<file path="src/rtl/alu_flags.sv">
// Flags register downstream of the ALU: captures or loads the five flags,
// evaluates branch conditions, and keeps a small LIFO of saved flag words.
module alu_flags #(
  parameter int WIDTH = 8,
  parameter int DEPTH = 4
) (
  input  logic             clk,
  input  logic             reset,
  input  logic             flag_zero,
  input  logic             flag_acarry,
  input  logic             flag_lcarry,
  input  logic             flag_sign,
  input  logic             flag_overflow,
  input  logic             capture,
  input  logic [WIDTH-1:0] bus_in,
  input  logic             load,
  input  logic             assert_bus,
  output logic [WIDTH-1:0] bus_out,
  output logic             bus_en,
  input  logic             push,
  input  logic             pop,
  input  logic [3:0]       cond,
  output logic             cond_true,
  output logic [4:0]       flags,
  output logic             stack_full,
  output logic             stack_empty,
  output logic             stack_err
);
  localparam int CW = $clog2(DEPTH + 1);
  localparam int AW = (DEPTH > 1) ? $clog2(DEPTH) : 1;

  logic [4:0]    flags_q, flags_d, live;
  logic [CW-1:0] count, top;
  logic [4:0]    stk [DEPTH];
  logic          do_push, do_pop, misuse;
  logic          unused_bits;

  assign live        = {flag_overflow, flag_sign, flag_lcarry, flag_acarry, flag_zero};
  assign unused_bits = ^bus_in[WIDTH-1:5];

  assign stack_empty = (count == '0);
  assign stack_full  = (count == CW'(DEPTH));
  assign top         = count - CW'(1);

  // Simultaneous push and pop is treated as misuse: neither touches the stack.
  assign do_push = push & ~pop & ~stack_full;
  assign do_pop  = pop & ~push & ~stack_empty;
  assign misuse  = (push & pop) | (push & stack_full) | (pop & stack_empty);

  always_comb begin
    flags_d = flags_q;
    if (do_pop)       flags_d = stk[top[AW-1:0]];
    else if (load)    flags_d = bus_in[4:0];
    else if (capture) flags_d = live;
  end

  always_ff @(posedge clk or posedge reset) begin
    if (reset) begin
      flags_q   <= '0;
      count     <= '0;
      stack_err <= 1'b0;
    end else begin
      flags_q <= flags_d;
      if (do_push)     count <= count + CW'(1);
      else if (do_pop) count <= top;
      if (misuse) stack_err <= 1'b1;
    end
  end

  // Storage is deliberately left unreset; only count qualifies its contents.
  always_ff @(posedge clk) begin
    if (do_push) stk[count[AW-1:0]] <= flags_q;
  end

  always_comb begin
    cond_true = 1'b1;
    case (cond)
      4'd0:  cond_true = 1'b1;
      4'd1:  cond_true = flags_q[0];
      4'd2:  cond_true = ~flags_q[0];
      4'd3:  cond_true = flags_q[1];
      4'd4:  cond_true = ~flags_q[1];
      4'd5:  cond_true = flags_q[2];
      4'd6:  cond_true = ~flags_q[2];
      4'd7:  cond_true = flags_q[3];
      4'd8:  cond_true = ~flags_q[3];
      4'd9:  cond_true = flags_q[4];
      4'd10: cond_true = ~flags_q[4];
      4'd11: cond_true = flags_q[3] ^ flags_q[4];
      4'd12: cond_true = ~(flags_q[3] ^ flags_q[4]);
      4'd13: cond_true = flags_q[1] & ~flags_q[0];
      4'd14: cond_true = ~flags_q[1] | flags_q[0];
      4'd15: cond_true = ~flags_q[0] & ~(flags_q[3] ^ flags_q[4]);
      default: cond_true = 1'b1;
    endcase
  end

  assign flags   = flags_q;
  assign bus_out = {{(WIDTH-5){1'b0}}, flags_q};
  assign bus_en  = ~assert_bus;
endmodule
</file>
<file path="config.mk">
export PLATFORM = sky130hd
export DESIGN_NAME = alu_flags
export DESIGN_NICKNAME = d
export VERILOG_FILES = /design/src/rtl/alu_flags.sv
export SDC_FILE = /design/constraint.sdc
export NUM_CORES = 1
export LEC_CHECK = 0
export ABC_AREA = 1
export CORE_ASPECT_RATIO = 0.9
export CORE_MARGIN = 2
export CORE_UTILIZATION = 45
export DETAILED_ROUTE_END_ITERATION = 12
export PLACE_DENSITY = 0.73
export SLEW_MARGIN = 20
export SYNTH_ARGS = -nofsm -noshare
export SYNTH_HDL_FRONTEND = slang
export SYNTH_SLANG_ARGS = --single-unit
</file>
<file path="constraint.sdc">
create_clock -name clk -period 3.3 [get_ports clk]
set_input_delay 0.825 -clock clk [delete_from_list [all_inputs] [get_ports clk]]
set_output_delay 0.825 -clock clk [all_outputs]
set_load 0.005 [all_outputs]
</file>
# Yosys cells after proc, flatten, opt, wreduce, memory -nomap -nowiden

Memory sizes are Yosys's and may differ from the RTL's.
Index checks and enable logic that the tools add are counted.

Flip-flop bits (word level): 9
Memory bits (writable): 20
Input bits: 24
Output and inout bits: 18
Word-level logic and storage cells: 58
Memories: 1

Memories:

| name | words | width | rd ports | clocked after memory_dff | wr ports | line | text |
|---|---|---|---|---|---|---|---|
| stk  | 4     | 5     | 1        | 0                        | 1        | 34   | `logic [4:0] stk [DEPTH];` |

Add/subtract/negate cells: 2
Eq/ne operators: 16
Multiplexer cells: 8
Bitwise operators: 24
Reduce and logical (&&, ||, !) cells: 4

Operators with widths:

| cell                                                               | number |
|---|---|
| 4-bit == test, second input constant                               | 8 |
| 4-bit by 3-bit == test with 1-bit output, second input constant    | 4 |
| 1-bit one-hot mux with 16 select lines                             | 1 |
| 5-bit two-way mux                                                  | 3 |
| 1-bit inverter                                                     | 11 |
| 1-bit bitwise AND                                                  | 9 |
| 4-bit by 2-bit == test with 1-bit output, second input constant    | 2 |
| 3-bit two-way mux                                                  | 2 |
| 4-bit by 1-bit == test with 1-bit output, second input constant    | 1 |
| 4-bit logical NOT                                                  | 1 |
| 3-bit by 1-bit adder with 3-bit output, second input constant      | 1 |
| 3-bit == test, second input constant                               | 1 |
| 3-bit logical NOT                                                  | 1 |
| 1-bit OR                                                           | 3 |
| 3-bit nonzero test                                                 | 1 |
| 3-bit by 1-bit subtractor with 3-bit output, second input constant | 1 |
| 1-bit two-way mux                                                  | 2 |
| 2-bit nonzero test                                                 | 1 |
| 1-bit XOR                                                          | 1 |

# Longest topological paths before layout

Gate-level depths: netlist of the first run.

Word-level depth: 5
Gate-level depth with buffers: 11
Mapped depth without buffers: 10

# Worst setup path after synthesis of the first run

Ideal clock, no wire load.

Kind: input to output
From: input port cond[2]
To: output port cond_true
Arrival: 1.318 ns
Required time: 2.475 ns
Setup slack: 1.157 ns
Stages on the path: 4
Buffers on the path: 0
Cell sequence: or2_2 a21oi_1 nor2_1 nand3_2

Longest elaborated chain between the ends: 2
Elaborated cells on any way between the ends: 17
Classes of those cells: 15 x eq/ne; 1 x mux; 1 x reduce/logical

Ends and longest elaborated chain:

| element                                     | line | text |
|---|---|---|
| from (decl)                                 | 22   | `input logic [3:0] cond,` |
| 4-bit == test, or another cell as far along | 77   | `case (cond)` |
| 1-bit one-hot mux with 16 select lines (*)  | 77   |  |
| to (decl)                                   | 23   | `output logic cond_true,` |

Mark *: on every way between the ends. The rest lies on a longest branch, timed or not.

# Final worst setup path of the first run

Same ends and word-level chain as after synthesis.

==> results of run 1 <==
-- state kept, by name, indices dropped and copies added (netlist names) --
signal,flops
stack_err,1
count,3
stk,20
flags,5
-- critical path: stages --
cell	delay, ps
clkdlybuf4s50_1	440
or2_2	310
a21oi_1	120
nor2_1	80
nand3_2	50
clkdlybuf4s50_1	490
-- report_power, final --
group	leakage [nW]	internal (W)	switching, W	total, W
Sequential	0.288	0.000489	0.0000927	0.000581
Clock	0.0552	0.000224	0.000134	0.000358
Combinational	0.700	0.000296	0.000354	0.000650
-- cell families (layout without fill, tap and decap cells) --
| group | after synthesis | in the layout | synth area share |
|---|---|---|---|
| other | 1 | 3 | 0.00213 |
| buffers and inverters | 41 | 74 | 0.120 |
| xor gates and xnor gates | 2 | 2 | 0.00997 |
| and+or+nand+nor | 125 | 125 | 0.315 |
| DFF | 29 | 29 | 0.470 |
| adders and majority gates | 6 | 6 | 0.0427 |
| AOI/OAI and AO/OA | 12 | 12 | 0.0413 |
-- layout by cell type (no fill, tap or decap), types with 2 or more instances in the layout --
master	instances
conb_1	3
o21ai_2	2
ha_1	6
nand3_1	20
clkbuf_8	5
nor2_2	6
inv_2	8
o21ai_1	2
nand2_1	74
dlymetal6s2s_1	2
dfrtp_1	9
inv_1	20
edfxtp_1	20
a21oi_1	4
nand2_2	5
nor2_1	15
nand2_4	2
xor2_1	2
o21ai_0	2
clkdlybuf4s50_1	33
-- metrics by stage --
stage / instance area, um2 / setup WS (ps) / utilization / instances / total power, W
floorplan: 1770 / 1160 / - / 218 / 0.00103
global placement: 2090 / 108 / 0.560 / 289 / 0.00123
detailed placement: 2090 / 82.7 / 0.560 / 289 / 0.00124
CTS: 2200 / 76.5 / 0.589 / 297 / 0.00161
global route: 2200 / 14.5 / 0.591 / 297 / 0.00171
finish: 2200 / 155 / 0.591 / 297 / 0.00159
-- worst max-delay path by stage --
stage | to | slack [ps] | depth (start not counted)
after floorplan | cond_true | 1160 | 4
after global routing | cond_true | 10 | 8
after detailed placement | cond_true | 80 | 8
after global placement | cond_true | 110 | 7
after CTS | cond_true | 80 | 8
final | cond_true | 150 | 6
-- synth_stat cells, drive strengths merged --
| master | n | area, um2 |
|---|---|---|
| o21bai | 1 | 7.51 |
| clkinv | 1 | 8.76 |
| ha | 6 | 75.1 |
| o211ai | 1 | 7.51 |
| conb | 1 | 3.75 |
| a21oi | 4 | 20.0 |
| edfxtp | 20 | 601 |
| or2 | 1 | 6.26 |
| nand2 | 81 | 332 |
| inv | 29 | 111 |
| xor2 | 2 | 17.5 |
| nor2 | 22 | 105 |
| dfrtp | 9 | 225 |
| nand3 | 21 | 110 |
| o21ai | 6 | 37.5 |
| buf | 11 | 90.1 |
-- layout make-up --
cell class / count / area, um2
Clock inverter: 2 / 35.0
Multi-Input combinational cell: 148 / 729
Tap cell: 46 / 57.6
Inverter: 30 / 120
Timing Repair Buffer: 36 / 363
Clock buffer: 6 / 72.6
Fill cell: 347 / 1530
Sequential cell: 29 / 826
-- layer usage --
layer | vias up | part of all wire | GRT usage
met5 | - | 0 | 0
met4 | 0 | 0.015 | 0.0649
met3 | 6 | 0.049 | 0.0480
met2 | 32 | 0.46 | 0.292
met1 | 619 | 0.48 | 0.228
li1 | 735 | - | -
==> impl_results.md, run 1 <==
- Worst Setup Start Kind: input port
- Vias in the first global route: 1351
- Final hold viol count: 0
- CTS root buf: clkbuf_8
- Slew @ Worst Pin: 523 ps
- Post-CTS Setup Bufs: 0
- Reg2Reg Depth: 6
- Largest net degree at the start of global routing: 14
- Final setup viols: 0
- Signal arrival time at the worst endpoint: 2320 ps
- Chip height: 63.3 um
- CTS Buf Count: 5
- Skew-Pair Late Insertion Delay: between 200 and 300 ps
- GRT Util Overall: 0.178
- Syn Area/Cell: 8.14 um2
- Max_cap viols: 0
- Hold buffer count at CTS: 0
- R2r setup slk: about 1300 ps
- Grt ovf: 0
- H-tree depth: 2
- CP Capture Type: output port
- Hold Path Class: flop to flop
- Seq/Total Area, Yosys: 0.470
- Period utilization: 0.953
- Fmax: 318 MHz
- Synthesized instance count: 216
- Yosys cell types: 26
- Antenna Nets Post-Route: 0
- TritonCTS clock tree: done
- Via density: 4.69
- Via Count: ~1400
- Crit path launch: cond[2]
- First-pass GRT wire length: ~6100 um
- Placement Rows: 21
- Clock Skew: 8.57 ps
- Final Critical Period: 3150 ps
- Initial Util: 0.471
- Die width: 69.9 um
- Critical Path RT: ~2500 ps
- Pwr dens: just over 700 mW/mm2
- Critical path peak fanout: 3
- Status: completed
- Longest Clk Path Bufs: 2
- Area growth syn-to-layout: 25.3%
- Port Buffer Count: 35
- Post-detail-place hpwl: 2590 um
- First-pass iteration count of the detailed router: 4
- Number of diodes: 0
- Layout cells sized above 1: 0.143
- Die Footprint: 0.00442 mm2
- Critical path class: input port to output port
- Core Area: approximately 0.0037 mm2
- Clk sinks: 29
- Min-delay src: stack_err$_DFFE_PP0P_
- DRT iter0 DRCs: slightly above 70
- Post-Synthesis Cell Area: approximately 0.0018 mm2
- Synth Warn #: 0
- Routed Wire Length: 3470 um
- Initial antenna violation count: 0
- Remaining DRCs: 0
- I/O pins: between 40 and 50
- Relative max-transition margin: 0.650
- RSZ-0062 raised after global routing: no
- P_leak: 1.04 nW
- RePlAce Congestion: 0.797
- Worst hold endpoint: stack_err$_DFFE_PP0P_
- CTS resizes: 0
- DR WL/cell: 11.7 um
- Hold slack: about 480 ps
- R2r endpoint: stk[3][2]$_DFFE_PP_
- #FFs+latches synth: 29
- Final net count: between 200 and 300
- Worst vdd ir: 0.000377 V
- Worst hold stages: 1
- Clock-pin slew on the worst setup and hold paths: about 50 ps
- Worst r2r src: count[0]$_DFFE_PP0P_
- Fin. max-slew vios: 0
- Setup TNS Final: 0 ps
No activity file was read; power rests on OpenSTA's default activity.
==> run 2, diff against run 1 <==
CORE_UTILIZATION = 34   (was 45)
PLACE_DENSITY = default   (was 0.73)
clock period = 3.8 ns   (was 3.3 ns; I/O delays follow)
==> impl_results.md, run 2 (synthesized netlist as in run 1, its figures left out) <==
- Via Count: 1384
- Vias in the first global route: 1397
- R2r setup slk: 1790 ps
- Post-DP Area: 0.00211 mm2
- Layout cells sized above 1: 0.139
- Worst hold endpoint: stack_err$_DFFE_PP0P_
- Clock Skew: 3.13 ps
- Crit path cell chain: clkdlybuf4s50_1 -> inv_2 -> nor2_2 -> nand3_1 -> nor2_1 -> nor2_1 -> nand3_2 -> clkdlybuf4s50_1
- Via density: 4.38
- H-tree depth: 2
- CTS resizes: 0
- TritonCTS clock tree: done
- Initial Util: 0.357
- RSZ-0062 raised after global routing: no
- Design Area, Final: 0.00220 mm2
- Critical Path Slowest Stage Cell: clkdlybuf4s50_1
- P_leak: roughly 1.0 nW
- Fin. max-slew vios: 0
- Die Footprint: 0.00576 mm2
- Worst Setup Start Kind: input port
- Filler instances: a little over 500
- Placed insts: 308
- CTS root buf: clkbuf_8
- Remaining DRCs: 0
- Layout Cells excl Fill: 316
- DRT iter0 DRCs: 60
- Slew @ Worst Pin: 511 ps
- Area growth syn-to-layout: 24.9%
- Largest net degree at the start of global routing: 14
- CP Capture Type: output port
- Longest Clk Path Bufs: 2
- Initial antenna violation count: 0
- Pwr dens: 595 mW/mm2
- Worst r2r src: count[0]$_DFFE_PP0P_
- Setup TNS Final: 0 ps
- Chip height: 72.2 um
- Commonest non-fill, non-tap cells in the layout: nand2_1 (74), clkdlybuf4s50_1 (35), inv_1 (20), nand3_1 (20), edfxtp_1 (20)
- Period utilization: 0.912
- Crit path launch: cond[0]
- Final hold viol count: 0
- Placement Rows: 24
- Critical path class: input port to output port
- Worst vdd ir: 0.000257 V
- First-pass GRT wire length: between 6000 and 7000 um
- Final setup viols: 0
- Relative max-transition margin: 0.658
- Utilization after layout: 0.446
- CTS Buf Count: 5
- Signal arrival time at the worst endpoint: 2510 ps
- Critical Path RT: 2850 ps
- Antenna Nets Post-Route: 0
- Hold Path Class: flop to flop
- First-pass iteration count of the detailed router: 4
- R2r endpoint: stk[2][0]$_DFFE_PP_
- Grt ovf: 0
- DR WL/cell: between 10 and 15 um
- Largest register FFs: 20
- Clock-pin slew on the worst setup and hold paths: roughly 60 ps
- Post-detail-place hpwl: 2660 um
- Commonest non-fill, non-tap cell in the layout: nand2_1
- Min-delay src: stack_err$_DFFE_PP0P_
- Status: completed
- RePlAce Congestion: roughly 0.76
- Number of diodes: 0
- Final Critical Period: around 3500 ps
- Clk sinks: 29
- Post-CTS Setup Bufs: 0
- Fmax: 289 MHz
- Die width: 79.8 um
- I/O pins: 42
- GRT Util Overall: 0.143
- Max incr delay on CP: 590 ps
- Critical path peak fanout: 6
- Worst hold stages: 1
- Max_cap viols: 0
- Reg2Reg Depth: 6
- Port Buffer Count: 35
- Hold buffer count at CTS: 0
- Core Area: 0.00492 mm2
- Routed Wire Length: roughly 3500 um
- Final net count: 280
- Skew-Pair Late Insertion Delay: between 200 and 300 ps
run 2: cell type report:
class / instances / area (um2) / area share
Clock buffer: 5 / 68.8 / 0.0313
Clock inverter: 3 / 12.5 / 0.00570
Inverter: 30 / 120 / 0.0547
Multi-Input combinational cell: 148 / 729 / 0.332
Sequential cell: 29 / 826 / 0.376
Tap cell: 65 / 81.3 / 0.0370
Timing Repair Buffer: 36 / 358 / 0.163
run 2: stage by stage:
stage               total power, W  worst slack, ps  hold slack, ps
floorplan                 0.000897             1410             468
global placement           0.00108              336             462
detailed placement         0.00109              323             470
CTS                        0.00133              319             484
global route               0.00143              173             497
finish                     0.00131              336             476
run 2: per-layer routing:
layer  part of all wire  global-route usage
met1               0.48               0.191
met4             0.0052              0.0339
met2               0.46               0.225
met5                  0                   0
met3              0.054              0.0510
run 2: power breakdown:
part	internal, W	total [W]	switching (W)
clock	0.000123	0.000232	0.000110
sequential	0.000424	0.000503	0.0000789
combinational	0.000257	0.000570	0.000313
run 2: worst max-delay path, delay by kind of cell:
kind                   cells  cell delay [ps]
buffers and inverters      3             1190
AND/OR/NAND/NOR            5              370
run 2: how the worst max path moves through the flow:
stage                end  slack [ps]  depth (start not counted)
6_report       cond_true         340                          8
2_1_floorplan  cond_true        1410                          4
3_5_place_dp   cond_true         320                          8
3_3_place_gp   cond_true         340                          8
4_1_cts        cond_true         320                          8
5_1_grt        cond_true         170                          8
==> run 3, diff against run 2 <==
HOLD_SLACK_MARGIN = 0.12   (was default)
==> results of run 3 <==
Final layout, timing and power as in run 2 (identical DEF).
==> variant 1: new RTL, config.mk and constraints of run 2 <==
Make the reset (`reset`) synchronous in one clocked block.
--- a/src/rtl/alu_flags.sv
+++ b/src/rtl/alu_flags.sv
@@ -55,5 +55,5 @@
   end
 
-  always_ff @(posedge clk or posedge reset) begin
+  always_ff @(posedge clk) begin
     if (reset) begin
       flags_q   <= '0;
Function: differs if reset is asserted again (counterexample within 4 cycles, from zero or initial values and one cycle with reset high); with reset held inactive, the same outputs for 10 cycles.
==> variant 1 against run 2 <==
Total power decreased by 21%. Non-clock buffer count unchanged. Sequential power decreased by 19%. Wire length decreased by 3.4%. Cell area decreased by 2.2%. Sequential cell count unchanged. Clock skew decreased by 1.6 ps. First-iteration DRC count increased by 5.0%. Clock power increased by 35%. Synthesized area decreased by 2.9%. Hold slack got worse by 5.8 ps. Worst setup slack got worse by 69 ps.
==> variant 1: results (changes against run 2) <==
| Metric | Value |
|---|---|
| Status | `finished clean (unchanged)` |
| Wire per inst | `10.5 um (was 11.0 um)` |
| Maximum VDD drop | `0.239 mV (was 0.257 mV)` |
| Detail-routed via count per cell | `4.36 (was 4.38)` |
| XOR/XNOR Fraction of Synth Area | `0% (was 0.996%)` |
| Vias in the first global route | `1293 (was 1397)` |
| Worst slew pin tran | `513 ps (was 511 ps)` |
| Hold Crit Depth | `2 (was 1)` |
| Min Tclk post-route | `3530 ps (was 3460 ps)` |
| Nets | `282 (was 280)` |
| All-Layer GR Usage | `13.2% (was 14.3%)` |
| Worst Skew | `1.50 ps (was 3.13 ps)` |
| Hold endpoint | `stack_err (unchanged)` |
| DRT iter0 DRCs | `63 (was 60)` |
| Fill cells | `498 (was 504)` |
| Ys async rst share | `0% (was 31.0%)` |
| R2r startpoint | `count[0] (unchanged)` |
| Max FO, Critical Path | `10 (was 6)` |
| Top cell type's share of synthesized area | `35.2% (was 34.2%)` |
| Post-synthesis compound-gate area fraction | `3.74% (was 4.13%)` |
| R2R depth | `7 (was 6)` |
| Largest net degree at the start of global routing | `16 (was 14)` |
| Share of cells above drive strength 1 | `8.70% (was 13.9%)` |
| Synth area leaders | `edfxtp_1, nand2_1, dfxtp_1, nand3_1, nor2_1 (was edfxtp_1, nand2_1, dfrtp_1, nand3_1, ha_1)` |
| Distinct cells, synth | `23 (was 26)` |
| First-pass GRT wire length | `5820 um (was 6330 um)` |
| Setup WS pre-CTS | `284 ps (was 323 ps)` |
| Synth cell count leaders | `nand2_1, nor2_1, nand3_1 (was nand2_1, edfxtp_1, inv_1, nand3_1, nor2_1)` |
## variant 1: cell types whose count changed after synthesis, moves of 4 or more
cell,run 2,this run
nor2_2,6,1
nand2_1,74,70
dfxtp_1,0,9
nor2_1,15,29
nand3_1,20,26
dfrtp_1,9,0
## variant 1: layout make-up
type	count	area (sq um)	share of cell area [%]
Sequential cell	29	781	36.4
Tap cell	65	81.3	3.79
Clock inverter	3	41.3	1.92
Multi-Input combinational cell	152	712	33.2
Timing Repair Buffer	36	358	16.7
Clock buffer	5	68.8	3.21
Inverter	28	105	4.90
## variant 1: routing by layer
metal  track usage [%]  vias to the layer above  routed length (um)
li1                  -                      750                   -
met5                 0                        -                   0
met1              18.4                      606                1790
met2              19.6                       25                1370
met4              4.68                        0                  38
met3              4.16                        4                 147
## variant 1: metrics by stage
stage | util, % | std cells | hold slack [ps] | total power, mW | area (sq um)
2_1_floorplan | - | 224 | 465 | 0.626 | 1710
3_3_place_gp | 42.1 | 310 | 450 | 0.722 | 2040
3_5_place_dp | 42.1 | 310 | 464 | 0.724 | 2040
4_1_cts | 44.4 | 318 | 479 | 1.04 | 2150
5_1_grt | 44.4 | 318 | 496 | 1.10 | 2150
6_report | 44.4 | 318 | 470 | 1.03 | 2150
## variant 1: how the worst max path moves through the flow
stage,depth (start not counted),start,to
final,8,cond[1],cond_true
after global routing,8,cond[1],cond_true
after CTS,8,cond[1],cond_true
after detailed placement,8,cond[0],cond_true
after global placement,8,cond[1],cond_true
after floorplan,7,cond[1],cond_true
## variant 1: where the power goes
part	total, mW	leakage [nW]	internal (mW)	switching, mW
combinational	0.310	0.627	0.140	0.170
clock	0.314	0.0518	0.193	0.122
sequential	0.405	0.260	0.375	0.0294
total	1.03	0.939	0.708	0.321
==> variant 2: new RTL, settings of run 2 <==
Without the edit above. Change the parameter `WIDTH` from 8 to 6.
--- a/src/rtl/alu_flags.sv
+++ b/src/rtl/alu_flags.sv
@@ -2,5 +2,5 @@
 // evaluates branch conditions, and keeps a small LIFO of saved flag words.
 module alu_flags #(
-  parameter int WIDTH = 8,
+  parameter int WIDTH = 6,
   parameter int DEPTH = 4
 ) (
Interface: changed (resized bus_in and bus_out); port bits go from 42 to 38. No check against the original RTL was run, so the function may have changed too.
==> variant 2 against run 2 <==
Combinational power hardly changed. Synthesized area shrank 0.85%. Total power rose by 0.24%. Wire length up 1.4%. Worst setup slack lost 5.9 ps. Sequential power barely moved. Cell area down 0.34%. Sequential cell count is the same. Largest cell class unchanged. Largest power group unchanged. Highest routed layer unchanged.
==> variant 2: results (changes against run 2) <==
| Metric | Value |
|---|---|
| Status | `finished clean (unchanged)` |
| Fill cells | `496 (was 504)` |
| Sequential share of the synthesized area | `47.4% (was 47.0%)` |
| Hold WC Path Type | `reg2reg (unchanged)` |
| Worst Skew | `6.03 ps (was 3.13 ps)` |
| Post-synth top flop | `edfxtp_1 (unchanged)` |
| Number of flip-flops in the largest register | `20 (unchanged)` |
| Max FO, Critical Path | `6 (unchanged)` |
| All-Layer GR Usage | `14.3% (about the same)` |
| DRT iter0 DRCs | `77 (was 60)` |
| Leak pwr | `1.01 nW (about the same)` |
| Synth cell count leaders | `nand2_1, edfxtp_1, inv_1, nand3_1, nor2_1 (unchanged)` |
| First drt pass iteration count | `4 (unchanged)` |
| Maximum VDD drop | `0.330 mV (was 0.257 mV)` |
| DR vias | `1349 (was 1384)` |
| Placed inst area | `2110 sq um (about the same)` |
| Crit path DAT | `2520 ps (was 2510 ps)` |
| CTS root buf | `clkbuf_8 (unchanged)` |
| Clock-pin slew on the worst setup and hold paths | `60 ps (about the same)` |
| Vias in the first global route | `1355 (was 1397)` |
| Wire per inst | `11.2 um (was 11.0 um)` |
| Worst hold start | `stack_err (unchanged)` |
| Post-DP HPWL | `2650 um (was 2660 um)` |
| Synth area leaders | `edfxtp_1, nand2_1, dfrtp_1, nand3_1, ha_1 (unchanged)` |
| RD Place Congestion | `0.763 (about the same)` |
| Share of cells above drive strength 1 | `14.1% (was 13.9%)` |
| P_sw | `504 uW (was 501 uW)` |
| CP delay by family, top | `buffers and inverters (unchanged)` |
| First-pass GRT wire length | `6200 um (was 6330 um)` |
| Synth Net Count | `242` |
| Post-synth EDFFs | `20 (unchanged)` |
| Nets | `276 (was 280)` |
| Worst slew pin tran | `521 ps (was 511 ps)` |
| R2R setup slack | `1790 ps (about the same)` |
| Critical Path Start | `cond[0] (unchanged)` |
| Post-CTS sizing | `0 (unchanged)` |
| Ys Warns | `0 (unchanged)` |
==> variant 2: final timing paths <==
| kind | depth (start not counted) | end |
|---|---|---|
| min | 1 | stack_err |
| min in group asynchronous | 2 | stack_err |
| min reg2reg | 1 | stack_err |
| max | 8 | cond_true |
| max in group asynchronous | 2 | flags[0] |
| max reg2reg | 6 | stk[1][0] |
==> variant 2: metrics by stage <==
stage                     hold WS (ps)  total power, mW  setup WS [ps]  utilization [%]  std cells
after floorplan                    468            0.895           1410                -        214
after global placement             474             1.08            319             43.0        306
after detailed placement           465             1.09            349             43.0        306
after CTS                          480             1.33            335             44.7        314
after global routing               491             1.43            204             44.7        314
final                              475             1.31            330             44.7        314
==> variant 2: per-layer routing <==
| layer | track usage [%] | routed length, um |
|---|---|---|
| met5 | 0 | 0 |
| met2 | 22.5 | 1590 |
| met4 | 3.64 | 17 |
| met1 | 18.7 | 1760 |
| met3 | 5.60 | 140 |
==> variant 2: layout make-up <==
cell class              count  share of cell area (%)
flip-flops and latches     29                    37.7
clock inverters             3                   0.572
well taps                  65                    3.72
multi-input cells         146                    33.0
inverters                  30                    5.49
clock buffers               5                    3.14
repair buffers             36                    16.4
==> variant 2: power by group through the flow <==
stage	clock (mW)	sequential [mW]	combinational [mW]
after global routing	0.263	0.519	0.650
after detailed placement	0	0.514	0.576
final	0.235	0.504	0.570
after CTS	0.244	0.509	0.579
after global placement	0	0.512	0.570
after floorplan	0	0.491	0.404
==> variant 2: cell families (layout without fill, tap and decap cells) <==
logic type	after synthesis	after routing	share of synthesized area (%)
AO/OA/AOI/OAI	12	12	4.16
XOR/XNOR	2	2	1.01
adder cells (fa/ha/maj)	6	6	4.31
buffers and inverters	39	74	11.2
flip-flops	29	29	47.4
other	1	1	0.215
AND/OR/NAND/NOR	125	125	31.7
